`src/rtl/rv32i_types_pkg.sv`:
```
// rv32i_types_pkg -- shared types for the out-of-order issue path.
// Holds the completion-buffer tag width and the register scoreboard entry
// type, so the completion buffer and the scoreboard agree on the tag width.
package rv32i_types_pkg;

   localparam int TAG_W         = 4;   // completion-buffer index width
   localparam int NUM_ARCH_REGS = 32;  // architectural integer registers
   localparam int REG_IDX_W     = 5;   // register index width
   localparam int COUNT_W       = 6;   // width of a 0..32 population count

   // One scoreboard entry: pending-producer flag plus the producer's tag.
   typedef struct packed {
      logic             busy;
      logic [TAG_W-1:0] tag;
   } sb_entry_t;

   // A commit only retires the entry if it comes from the newest producer.
   function automatic logic tag_match(input logic [TAG_W-1:0] stored_tag,
                                      input logic [TAG_W-1:0] commit_tag);
      return (stored_tag == commit_tag);
   endfunction

endpackage

```
`src/rtl/popcount32.sv`:
```
// popcount32 -- combinational population count of a 32-bit vector.
// Ports:
//   bits_i  [31:0] vector to count
//   count_o [5:0]  number of set bits (0..32)
module popcount32 (
   input  logic [31:0] bits_i,
   output logic [5:0]  count_o
);

   // Ripple sum of the individual bits.
   always_comb begin
      count_o = 6'd0;
      for (int i = 0; i < 32; i++) begin
         count_o = count_o + {5'd0, bits_i[i]};
      end
   end

endmodule

```
`src/rtl/ooo_reg_scoreboard.sv`:
```
// ooo_reg_scoreboard -- register busy/tag scoreboard for out-of-order issue.
// Each architectural register keeps a busy bit and the completion-buffer tag
// of its newest in-flight producer. Dispatch renames the destination to the
// new tag; a commit clears busy only if its tag is still the newest one.
//
// Optional feature: define OOO_SCOREBOARD_BYPASS_EN to fold a same-cycle
// matching commit into the query outputs (saves one stall cycle). Without
// it, a register reads busy until the edge after its commit.
//
// Ports:
//   CLK, nRST                 clock, async active-low reset
//   dispatch_en/_rd/_tag      destination write of the dispatching instr.
//   wb_en/wb_rd/wb_tag        register-writing commit from completion buffer
//   flush                     squash every in-flight producer
//   rs1, rs2, rd              decode-stage query registers
//   rs1_busy/rs2_busy/rd_busy pending-producer flags (combinational)
//   rs1_tag/rs2_tag           pending producer tags (combinational)
//   busy_count                registered number of busy registers
module ooo_reg_scoreboard #(
   parameter int NUM_REGS = 32,
   parameter int TAG_W    = rv32i_types_pkg::TAG_W
) (
   input  logic             CLK,
   input  logic             nRST,
   input  logic             dispatch_en,
   input  logic [4:0]       dispatch_rd,
   input  logic [TAG_W-1:0] dispatch_tag,
   input  logic             wb_en,
   input  logic [4:0]       wb_rd,
   input  logic [TAG_W-1:0] wb_tag,
   input  logic             flush,
   input  logic [4:0]       rs1,
   input  logic [4:0]       rs2,
   input  logic [4:0]       rd,
   output logic             rs1_busy,
   output logic             rs2_busy,
   output logic             rd_busy,
   output logic [TAG_W-1:0] rs1_tag,
   output logic [TAG_W-1:0] rs2_tag,
   output logic [5:0]       busy_count
);

   import rv32i_types_pkg::*;

   sb_entry_t   entry_q [NUM_REGS];
   sb_entry_t   entry_d [NUM_REGS];
   logic [31:0] busy_vec_d;
   logic [5:0]  pop_d;
   logic [5:0]  busy_count_q;

   // Next-state per register: flush beats dispatch beats commit; x0 stays clear.
   always_comb begin
      for (int r = 0; r < NUM_REGS; r++) begin
         entry_d[r] = entry_q[r];
         if (r == 0) begin
            entry_d[r] = '0;
         end else if (flush) begin
            // Tags are left in place; only the busy bits are squashed.
            entry_d[r].busy = 1'b0;
         end else if (dispatch_en && (dispatch_rd == REG_IDX_W'(r))) begin
            entry_d[r].busy = 1'b1;
            entry_d[r].tag  = dispatch_tag;
         end else if (wb_en && (wb_rd == REG_IDX_W'(r)) &&
                      tag_match(entry_q[r].tag, wb_tag)) begin
            entry_d[r].busy = 1'b0;
         end else begin
            entry_d[r] = entry_q[r];
         end
      end
   end

   // Gather next-state busy bits so the count is registered alongside them.
   always_comb begin
      busy_vec_d = 32'd0;
      for (int r = 0; r < NUM_REGS; r++) begin
         busy_vec_d[r] = entry_d[r].busy;
      end
   end

   popcount32 u_popcount (
      .bits_i  (busy_vec_d),
      .count_o (pop_d)
   );

   // Scoreboard state and busy count registers.
   always_ff @(posedge CLK or negedge nRST) begin
      if (!nRST) begin
         for (int r = 0; r < NUM_REGS; r++) begin
            entry_q[r] <= '0;
         end
         busy_count_q <= 6'd0;
      end else begin
         for (int r = 0; r < NUM_REGS; r++) begin
            entry_q[r] <= entry_d[r];
         end
         busy_count_q <= pop_d;
      end
   end

   assign busy_count = busy_count_q;

   // Zero-latency queries from registered state, optionally bypassing a commit.
   always_comb begin
      rs1_busy = entry_q[rs1].busy;
      rs2_busy = entry_q[rs2].busy;
      rd_busy  = entry_q[rd].busy;
      rs1_tag  = entry_q[rs1].tag;
      rs2_tag  = entry_q[rs2].tag;
`ifdef OOO_SCOREBOARD_BYPASS_EN
      if (wb_en && (wb_rd == rs1) && tag_match(entry_q[rs1].tag, wb_tag)) begin
         rs1_busy = 1'b0;
      end else begin
         rs1_busy = entry_q[rs1].busy;
      end
      if (wb_en && (wb_rd == rs2) && tag_match(entry_q[rs2].tag, wb_tag)) begin
         rs2_busy = 1'b0;
      end else begin
         rs2_busy = entry_q[rs2].busy;
      end
      if (wb_en && (wb_rd == rd) && tag_match(entry_q[rd].tag, wb_tag)) begin
         rd_busy = 1'b0;
      end else begin
         rd_busy = entry_q[rd].busy;
      end
`endif
   end

endmodule

```
`config.mk`:
```
export PLATFORM = sky130hd
export DESIGN_NAME = ooo_reg_scoreboard
export DESIGN_NICKNAME = d
export VERILOG_FILES = /design/src/rtl/rv32i_types_pkg.sv /design/src/rtl/popcount32.sv /design/src/rtl/ooo_reg_scoreboard.sv
export SDC_FILE = /design/constraint.sdc
export NUM_CORES = 1
export LEC_CHECK = 0
export BUFFER_PORTS_ARGS = -buffer_cell sky130_fd_sc_hd__buf_2
export CAP_MARGIN = 30
export CORE_UTILIZATION = 45
export DETAILED_ROUTE_END_ITERATION = 7
export PLACE_DENSITY = 0.58
export SYNTH_ARGS = -nofsm -noshare
export SYNTH_HDL_FRONTEND = slang
export SYNTH_SLANG_ARGS = --single-unit
export TNS_END_PERCENT = 20
```
`constraint.sdc`:
```
create_clock -name CLK -period 15 [get_ports CLK]
set_clock_uncertainty 0.2 [all_clocks]
set_input_delay 0 -clock CLK [delete_from_list [all_inputs] [get_ports CLK]]
set_output_delay 0 -clock CLK [all_outputs]
set_load 0.1 [all_outputs]
```
==> results of run 1 <==
## area by class of cell
cell class / count / area, um^2
clock buffer: 19 / 432.9
clock inverter: 13 / 152.6
fill: 2290 / 12390
inverter: 39 / 146.4
multi-input combinational: 793 / 7044
sequential: 161 / 4029
tap: 330 / 412.9
timing repair buffer: 80 / 569.3
## worst max path at each step
stage / from / slack (ns) / to / depth (start not counted)
final: wb_rd[2] / 8.51 / busy_count[4] / 21
after global routing: wb_rd[2] / 8.21 / busy_count[4] / 21
after CTS: wb_rd[2] / 8.51 / busy_count[4] / 21
after detailed placement: wb_tag[3] / 8.82 / busy_count[4] / 18
after global placement: wb_tag[3] / 8.86 / busy_count[4] / 18
after floorplan: wb_tag[3] / 9.32 / busy_count[4] / 20
## layout by cell type, fill, tap and decap left out, types with 11 or more instances in the layout
cell type,Yosys,layout
nand2_1,43,43
xnor2_1,61,61
fa_1,23,23
mux4_2,13,13
nand3_1,42,42
xor2_1,66,66
dlygate4sd3_1,0,11
nor2_1,17,17
a22oi_1,52,52
mux2_2,134,134
buf_2,30,51
nand4_1,38,38
inv_1,38,38
a31oi_1,11,11
clkbuf_16,0,17
a21oi_1,15,15
a31o_2,16,16
buf_4,0,13
mux2i_1,129,129
nor4_1,18,18
nor2b_1,15,13
dfrtp_1,161,161
## kinds of logic after synthesis
logic type | share of synthesized area (%)
AOI/OAI and AO/OA | 9.042
DFF | 34.95
buffers and inverters | 3.973
adders and majority gates | 4.972
xor gates and xnor gates | 9.650
and+or+nand+nor | 10.57
muxes | 26.83
## metal layers
layer | share of wire [%] | GRT usage (%) | wire length, um
met1 | 44 | 43.41 | 17080
met2 | 45 | 47.41 | 17750
met5 | 0.033 | 0 | 13
met3 | 7.8 | 5.771 | 3051
met4 | 3.0 | 11.36 | 1185
## report_power, final
group	switching (mW)	leakage, nW	internal, mW
sequential	0.0613	2.16	0.481
combinational	0.177	3.35	0.126
clock	0.201	0.274	0.249
## critical path, delay by kind of cell
| kind | cells | cell delay (ns) |
|---|---|---|
| adder cells (fa/ha/maj) | 8 | 3.48 |
| buffers and inverters | 6 | 1.53 |
| AND/OR/NAND/NOR | 3 | 1.02 |
| AO/OA/AOI/OAI | 3 | 0.51 |
| XOR/XNOR | 1 | 0.13 |
## stage by stage
| stage | util [%] | instances | hold slack [ns] | instance area [um^2] | power [mW] |
|---|---|---|---|---|---|
| floorplan | - | 1066 | -0.4956 | 11530 | 0.7537 |
| global placement | 47.64 | 1388 | 0.01260 | 12000 | 0.8395 |
| detailed placement | 47.75 | 1389 | -0.1979 | 12020 | 0.8439 |
| CTS | 50.62 | 1433 | 0.01324 | 12750 | 1.296 |
| global route | 50.78 | 1435 | 0.03581 | 12790 | 1.346 |
| finish | 50.78 | 1435 | -0.009195 | 12790 | 1.296 |
## sequential cells by signal (all words and copies together), names as in the netlist
signal / flops
entry_q: 155
busy_count: 6
==> results.py, run 1 <==
metrics = {
    "timing": {
        "max_freq_mhz": 154.2,
        "drv_slew": 0,
        "fin_crit_sh_pct": 43.25,
        "tns_ns": 0,
        "worst_slack_ns": 8.513,
        "max_slew_margin_pct": 36.49,
        "hold_viol": 13,
        "hold_ws_ns": -0.009195,
        "fin_crit_ns": 6.487,
        "max_slew.worst_pin.slew_ns": 0.9483,
        "rsz0062_at_grt": "false",
        "finalSetupViolations": 0,
    },
    "floorplanning": {
        "die-area_um2": 26260,
        "std_cell_rows": 58,
        "die_w_um": 162.0,
        "floorplan.initialDensity_pct": 45.77,
        "die_height_um": 162.0,
        "design.core.area_um2": 25180,
        "ios": 55,
    },
    "logic_synthesis": {
        "synth_top_area_share_pct": 34.95,
        "synth_seq_area_share_pct": 34.95,
        "synth_most_common_cell": "dfrtp_1",
        "syn_area_um2": 11530,
        "ys_top_cells_by_count": "161 x dfrtp_1, 134 x mux2_2, 129 x mux2i_1",
        "synth_area_leader_cell": "dfrtp_1",
        "yosys-top-cells-area": "dfrtp_1 35%, mux2_2 13%, mux2i_1 11%, xor2_1 5.0%, xnor2_1 4.6%",
        "synth_async_sr_flop_share_pct": 100.0,
        "synthFlopType": "dfrtp_1",
        "ys_warn_count": 0,
        "avgSynthCellArea_um2": 10.81,
        "ys_ff_latch": 161,
        "ys_types": 49,
        "synth_nets": 1136,
        "syn_inst": 1066,
        "synth_edf_count": 0,
    },
    "setup_path": {
        "r2r-start": "entry_q[100]",
        "crit_path_end_kind": "register",
        "crit_chain": "dlygate4sd3_1 > buf_2 > nor4bb_1 > dlygate4sd3_1 > nand4_1 > nor3_1 > o21a_1 > fa_1 > fa_1 > inv_1 > fa_1 > inv_1 > fa_1 > fa_1 > inv_1 > fa_1 > ha_1 > fa_1 > a21o_1 > a21oi_1 > xnor2_1",
        "path_max_fanout": 8,
        "worstPathArrival_ns": 6.65,
        "cp-start-kind": "input pin",
        "r2r_end": "busy_count[4]",
        "worstRegToRegCells": 17,
        "required_ns": 15.16,
        "crit_top_cell": "fa_1",
        "path_class": "input pin to register",
        "ff2ff_setup_slack_ns": 9.19,
        "crit_slowest_cell": "dlygate4sd3_1",
        "slowest_delay_ns": 0.67,
    },
    "clocking": {
        "clock_latency_ns": 0.43,
        "cts_resized": 0,
        "cts_tree": "done",
        "clock-sinks": 161,
        "clockRootBuffer": "clkbuf_16",
        "ctsHoldBuffers": 12,
        "htree_levels": 4,
        "clockBufferDepth": 2,
        "clk_pin_slew_worst_paths_ns": 0.07,
        "cts_setup_buffers": 0,
        "cts_buffers": 17,
    },
    "drt": {
        "routedWlPerCell_um": 27.24,
        "drc": 0,
        "drt_iter0_drc": 860,
        "vias": 9114,
        "drtPass1Iterations": 7,
        "drtAntennaViolNets": 0,
        "via_per_inst": 6.351,
        "wl_um": 39090,
    },
    "placement": {
        "dp_slack_ns": 8.824,
        "port-buffer-count": 54,
        "dp_hpwl_um": 27760,
        "place_congestion": 0.9832,
    },
    "power": {
        "vdd_ir_drop_max_mv": 0.06684,
        "powerDensity_nw_per_um2": 101.4,
        "leakagePower_nw": 5.789,
    },
    "global_route": {
        "grt_usage_pct": 30.91,
        "grt_pass1_vias": 9048,
        "grt_first_pass_wirelength_um": 59570,
        "antenna_found_initial": 1,
        "globalRouteOverflowTotal": 0,
        "grt_max_degree": 56,
    },
    "cells_and_area": {
        "drive_gt1_share_pct": 25.07,
        "antenna_cells": 0,
        "nNetsFinal": 1162,
        "syn_to_final_growth_pct": 10.94,
    },
    "run_status": {
        "status": "complete, but fails checks",
        "violations": "hold timing",
    },
    "hold_path": {
        "hp-class": "input pin to async pin",
    },
    "flow_run": {
        "max_cap_viol_count": 0,
    },
}
Note: power is estimated with default switching activity, not from simulation.
==> run 2, diff against run 1 <==
--- a/config.mk
+++ b/config.mk
@@ -9,7 +9,7 @@
 export CAP_MARGIN = 30
 export CORE_UTILIZATION = 45
 export DETAILED_ROUTE_END_ITERATION = 7
-export PLACE_DENSITY = 0.58
+export PLACE_DENSITY = 0.61
 export SYNTH_ARGS = -nofsm -noshare
 export SYNTH_HDL_FRONTEND = slang
 export SYNTH_SLANG_ARGS = --single-unit
==> constraint.sdc (replaced) <==
create_clock -name CLK -period 5.93 [get_ports CLK]
set_clock_uncertainty 0.2 [all_clocks]
set_input_delay 0 -clock CLK [delete_from_list [all_inputs] [get_ports CLK]]
set_output_delay 0 -clock CLK [all_outputs]
set_load 0.1 [all_outputs]
==> run 2 against run 1 <==
Net effect:
- the flow now finishes without violations
- clock power rose by 140%
- global-route usage is 0.18 points lower
- wire length decreased by 0.19%
- sequential share of layout area down 1.2 points
- design area rose by 3.8%
- die area unchanged
- cell count is 4.3% higher
- largest cell class unchanged
==> results.py, run 2 (synthesized netlist as in run 1, its figures left out) <==
metrics = {
    "global_route": {
        "globalRouteOverflowTotal": 0,
        "grt_pass1_vias": 9237,
        "grt_usage_pct": 30.73,
        "grt_max_degree": 70,
        "antenna_found_initial": 0,
        "grt_first_pass_wirelength_um": 58910,
    },
    "timing": {
        "max_freq_mhz": 173.8,
        "tns_ns": 0,
        "finalSetupViolations": 0,
        "rsz0062_at_grt": "true",
        "worst_slack_ns": 0.1753,
        "hold_ws_ns": 0.03764,
        "fin_crit_ns": 5.755,
        "drv_slew": 0,
        "max_slew.worst_pin.slew_ns": 0.9424,
        "fin_crit_sh_pct": 97.04,
        "max_slew_margin_pct": 37.18,
        "hold_viol": 0,
    },
    "clocking": {
        "clock-sinks": 161,
        "clockRootBuffer": "clkbuf_16",
        "clk_pin_slew_worst_paths_ns": 0.07,
        "htree_levels": 4,
        "clock_latency_ns": 0.44,
        "cts_tree": "done",
        "clockBufferDepth": 2,
        "cts_buffers": 17,
    },
    "setup_path": {
        "crit_path_end_kind": "register",
        "path_max_fanout": 6,
        "crit_chain": "dlygate4sd3_1 > buf_2 > nor2b_1 > dlygate4sd3_1 > nand2_1 > nand2_1 > ha_1 > inv_2 > fa_1 > fa_1 > fa_1 > fa_1 > fa_1 > inv_1 > fa_1 > ha_2 > fa_2 > a21o_1 > a21oi_2 > xnor2_1",
        "crit_buf_inv": 5,
        "crit_slowest_cell": "dlygate4sd3_1",
        "slowest_delay_ns": 0.59,
        "cp-start-kind": "input pin",
        "path_class": "input pin to register",
        "required_ns": 6.08,
        "worstPathArrival_ns": 5.91,
        "crit_top_cell": "fa_1",
        "crit_family": "adder cells",
    },
    "placement": {
        "dp_slack_ns": 0.06946,
        "placed_cells": 1446,
        "place_congestion": 0.9629,
        "port-buffer-count": 54,
        "dp_hpwl_um": 28720,
        "dpl_cell_area_um2": 12460,
    },
    "cells_and_area": {
        "drive_gt1_share_pct": 29.59,
        "layout_commonest_cell": "dfrtp_1",
        "largest_register_ffs": 155,
        "multi_input_area_um2": 7104,
        "antenna_cells": 0,
        "nNetsFinal": 1223,
        "syn_to_final_growth_pct": 15.21,
        "fin_area_um2": 13280,
        "largest_register": "entry_q",
        "instances_no_fill": 1496,
        "fin_util_pct": 52.73,
        "seq_area_um2": 4029,
        "fillerInstances": 2258,
        "final_cell_mix": "161 x dfrtp_1, 134 x mux2_2, 129 x mux2i_1",
    },
    "floorplanning": {
        "die-area_um2": 26260,
        "die_height_um": 162.0,
        "die_w_um": 162.0,
        "std_cell_rows": 58,
        "design.core.area_um2": 25180,
        "ios": 55,
        "floorplan.initialDensity_pct": 45.77,
    },
    "drt": {
        "vias": 9349,
        "drt_iter0_drc": 952,
        "drtAntennaViolNets": 0,
        "drc": 0,
        "wl_um": 39010,
        "drtPass1Iterations": 5,
        "via_per_inst": 6.249,
        "routedWlPerCell_um": 26.08,
    },
    "flow_run": {
        "max_cap_viol_count": 0,
    },
    "run_status": {
        "status": "finished clean",
    },
    "power": {
        "p_seq_share_pct": 41.9,
        "power.internal_mw": 2.114,
        "combPwrFrac_pct": 24.5,
        "powerDensity_nw_per_um2": 245.8,
        "leakagePower_nw": 6.095,
        "swShare_pct": 35.21,
        "p_total_mw": 3.263,
        "power.switching_mw": 1.149,
        "p_clk_share_pct": 33.6,
        "vdd_ir_drop_max_mv": 0.1662,
    },
    "hold_path": {
        "hp-class": "input pin to register",
    },
}
[run 2: cell types whose count changed in the layout (fill, tap and decap cells not counted), moves of 3 or more]
cell | before | now
inv_6 | 3 | 7
dlygate4sd3_1 | 11 | 15
clkinvlp_4 | 4 | 1
buf_4 | 13 | 70
[run 2: worst reg2reg max path, delay by kind of cell (launching register included)]
kind	cells	cell delay (ns)
buf+inv	2	0.09
simple gates	2	0.26
xor+xnor	2	0.32
fa+ha+maj	9	3.79
compound gates	3	0.57
flops	1	0.43
[run 2: power by group through the flow]
| stage | clock network, mW | registers, mW | logic [mW] |
|---|---|---|---|
| after floorplan | 0 | 1.37 | 0.540 |
| after global placement | 0 | 1.38 | 0.765 |
| after detailed placement | 0 | 1.38 | 0.771 |
| after CTS | 1.11 | 1.37 | 0.783 |
| after global routing | 1.16 | 1.39 | 0.849 |
| final | 1.10 | 1.37 | 0.798 |
[run 2: path summary, 6_finish.rpt]
path	startpoint	depth (start not counted)	slack, ns	to
min	dispatch_rd[1]	4	0.04	entry_q[64]
max reg2reg	entry_q[147]	18	0.19	busy_count[4]
min in group asynchronous	nRST	4	0.44	busy_count[3]
max in group asynchronous	nRST	4	4.15	entry_q[114]
min reg2reg	entry_q[122]	1	0.38	entry_q[122]
max	dispatch_rd[0]	20	0.18	busy_count[4]
[run 2: repair_timing]
item,4_1_cts,5_1_grt
endpoints found under the setup margin,0,4
resized for setup,0,15
hold endpoints to repair,181,1
buffers inserted,0,2
hold buffers,15,1
[run 2: cell type report]
cell class	instances	share of cell area, %
multi-input cells	793	53.50
flip-flops and latches	161	30.34
repair buffers	141	7.698
clock buffers	18	3.232
well taps	330	3.109
inverters	39	1.102
clock inverters	14	1.018
[run 2: metal layers]
| layer | part of all wire, % | GRT usage [%] | up-vias |
|---|---|---|---|
| met1 | 42 | 41.78 | 4764 |
| met4 | 4.5 | 13.38 | 0 |
| met5 | 0 | 0 | - |
| met2 | 46 | 47.52 | 404 |
| li1 | - | - | 4092 |
| met3 | 7.7 | 6.078 | 89 |
==> run 3, diff against run 2 <==
--- a/config.mk
+++ b/config.mk
@@ -5,7 +5,7 @@
 export SDC_FILE = /design/constraint.sdc
 export NUM_CORES = 1
 export LEC_CHECK = 0
-export BUFFER_PORTS_ARGS = -buffer_cell sky130_fd_sc_hd__buf_2
+export BUFFER_PORTS_ARGS = -buffer_cell sky130_fd_sc_hd__buf_4
 export CAP_MARGIN = 30
 export CORE_UTILIZATION = 45
 export DETAILED_ROUTE_END_ITERATION = 7
==> run 3 against run 2 <==
Net effect:
- wire length increased by 2.3%
- worst setup slack lost 0.0060 ns
- sequential share of layout area is 0.58 points lower
- non-clock buffer count fell by 4
- sequential power about the same
- combinational power grew 2%
- critical endpoint unchanged
==> results.py, run 3 (synthesized netlist as in run 1, its figures left out) <==
metrics = {
    "drt": {
        "wl_um": 39900,
        "via_per_inst": 6.279,
        "drc": 0,
        "routedWlPerCell_um": 26.74,
        "drt_iter0_drc": 992,
        "drtPass1Iterations": 7,
        "drtAntennaViolNets": 0,
        "vias": 9369,
    },
    "placement": {
        "placed_cells": 1434,
        "dp_slack_ns": 0.04718,
        "port-buffer-count": 54,
        "dp_hpwl_um": 28470,
        "dpl_cell_area_um2": 12510,
        "place_congestion": 0.9488,
    },
    "timing": {
        "hold_viol": 0,
        "max_slew_margin_pct": 26.92,
        "max_freq_mhz": 173.6,
        "fin_crit_ns": 5.761,
        "drv_slew": 0,
        "tns_ns": 0,
        "hold_ws_ns": 0.04024,
        "max_slew.worst_pin.slew_ns": 1.095,
        "fin_crit_sh_pct": 97.14,
        "finalSetupViolations": 0,
        "worst_slack_ns": 0.1693,
    },
    "clocking": {
        "clock_latency_ns": 0.45,
        "htree_levels": 4,
        "clockBufferDepth": 2,
        "cts_tree": "done",
        "clk_pin_slew_worst_paths_ns": 0.07,
        "clockRootBuffer": "clkbuf_16",
        "cts_buffers": 17,
        "clock-sinks": 161,
    },
    "cells_and_area": {
        "antenna_cells": 0,
        "fin_util_pct": 53.76,
        "nNetsFinal": 1219,
        "drive_gt1_share_pct": 29.52,
        "largest_register_ffs": 155,
        "instances_no_fill": 1492,
        "layout_commonest_cell": "dfrtp_1",
        "fin_area_um2": 13540,
        "syn_to_final_growth_pct": 17.44,
        "largest_register": "entry_q",
        "final_cell_mix": "161 x dfrtp_1, 134 x mux2_2, 129 x mux2i_1",
    },
    "global_route": {
        "antenna_found_initial": 0,
        "grt_max_degree": 68,
        "grt_usage_pct": 31.47,
        "globalRouteOverflowTotal": 0,
        "grt_pass1_vias": 9316,
        "grt_first_pass_wirelength_um": 60080,
    },
    "floorplanning": {
        "std_cell_rows": 58,
        "design.core.area_um2": 25180,
        "die-area_um2": 26260,
        "die_w_um": 162.0,
        "ios": 55,
        "floorplan.initialDensity_pct": 45.77,
        "die_height_um": 162.0,
    },
    "power": {
        "leakagePower_nw": 6.157,
        "powerDensity_nw_per_um2": 251.4,
        "p_total_mw": 3.403,
        "vdd_ir_drop_max_mv": 0.1799,
    },
    "flow_run": {
        "max_cap_viol_count": 0,
    },
    "setup_path": {
        "required_ns": 6.09,
        "cp-start-kind": "input pin",
        "ff2ff_setup_slack_ns": 0.19,
        "worstPathArrival_ns": 5.92,
        "crit_path_end_kind": "register",
        "path_class": "input pin to register",
        "path_max_fanout": 8,
    },
    "run_status": {
        "status": "finished clean",
    },
    "hold_path": {
        "hp-class": "input pin to register",
    },
}
run 3: cell types whose count changed in the layout (fill, tap and decap cells not counted), moves of 3 or more:
cell	delta
bufinv_16	+3
buf_4	+37
nor4_1	-3
inv_8	-3
nor4_2	+3
dlygate4sd3_1	+7
buf_2	-51
run 3: power breakdown:
| part | switching (mW) | leakage [nW] | internal (mW) |
|---|---|---|---|
| Clock | 0.539 | 0.308 | 0.678 |
| Sequential | 0.153 | 2.16 | 1.22 |
| Combinational | 0.463 | 3.69 | 0.354 |
| Total | 1.16 | 6.16 | 2.25 |
run 3: worst paths after layout:
| check | from | to | depth (start not counted) |
|---|---|---|---|
| min reg2reg | entry_q[120] | entry_q[120] | 1 |
| max | wb_rd[2] | busy_count[4] | 21 |
| max in group asynchronous | nRST | entry_q[8] | 4 |
| min in group asynchronous | nRST | entry_q[134] | 4 |
| min | wb_rd[3] | entry_q[14] | 5 |
| max reg2reg | entry_q[30] | busy_count[4] | 18 |
run 3: timing repair:
item,4_1_cts,5_1_grt
setup buffers,0,1
endpoints found under the setup margin,0,4
hold buffers,24,0
endpoints found under the hold margin,243,0
gates resized for setup,0,22
run 3: final cells by class:
class / count / area [um^2]
clock buffer: 17 / 425.4
clock inverter: 15 / 197.7
fill: 2224 / 11640
inverter: 39 / 146.4
multi-input combinational: 793 / 7157
sequential: 161 / 4029
tap: 330 / 412.9
timing repair buffer: 137 / 1169
run 3: routing by layer:
layer | vias up | track usage (%) | routed length [um]
met5 | - | 0 | 0
met3 | 78 | 5.975 | 3167
met2 | 447 | 48.30 | 18100
met1 | 4769 | 44.15 | 17420
li1 | 4075 | - | -
met4 | 0 | 11.36 | 1213
run 3: worst max-delay path, cell delays in order:
cell,delay (ns)
dlygate4sd3_1,0.55
buf_6,0.15
nand4b_1,0.23
buf_4,0.19
nor4_1,0.30
nand4_1,0.18
a31oi_2,0.23
fa_2,0.51
fa_1,0.52
inv_1,0.05
fa_1,0.47
inv_1,0.05
fa_1,0.44
fa_1,0.49
inv_1,0.06
fa_1,0.49
ha_2,0.20
fa_2,0.34
a21o_1,0.20
a21oi_2,0.14
xnor2_1,0.13
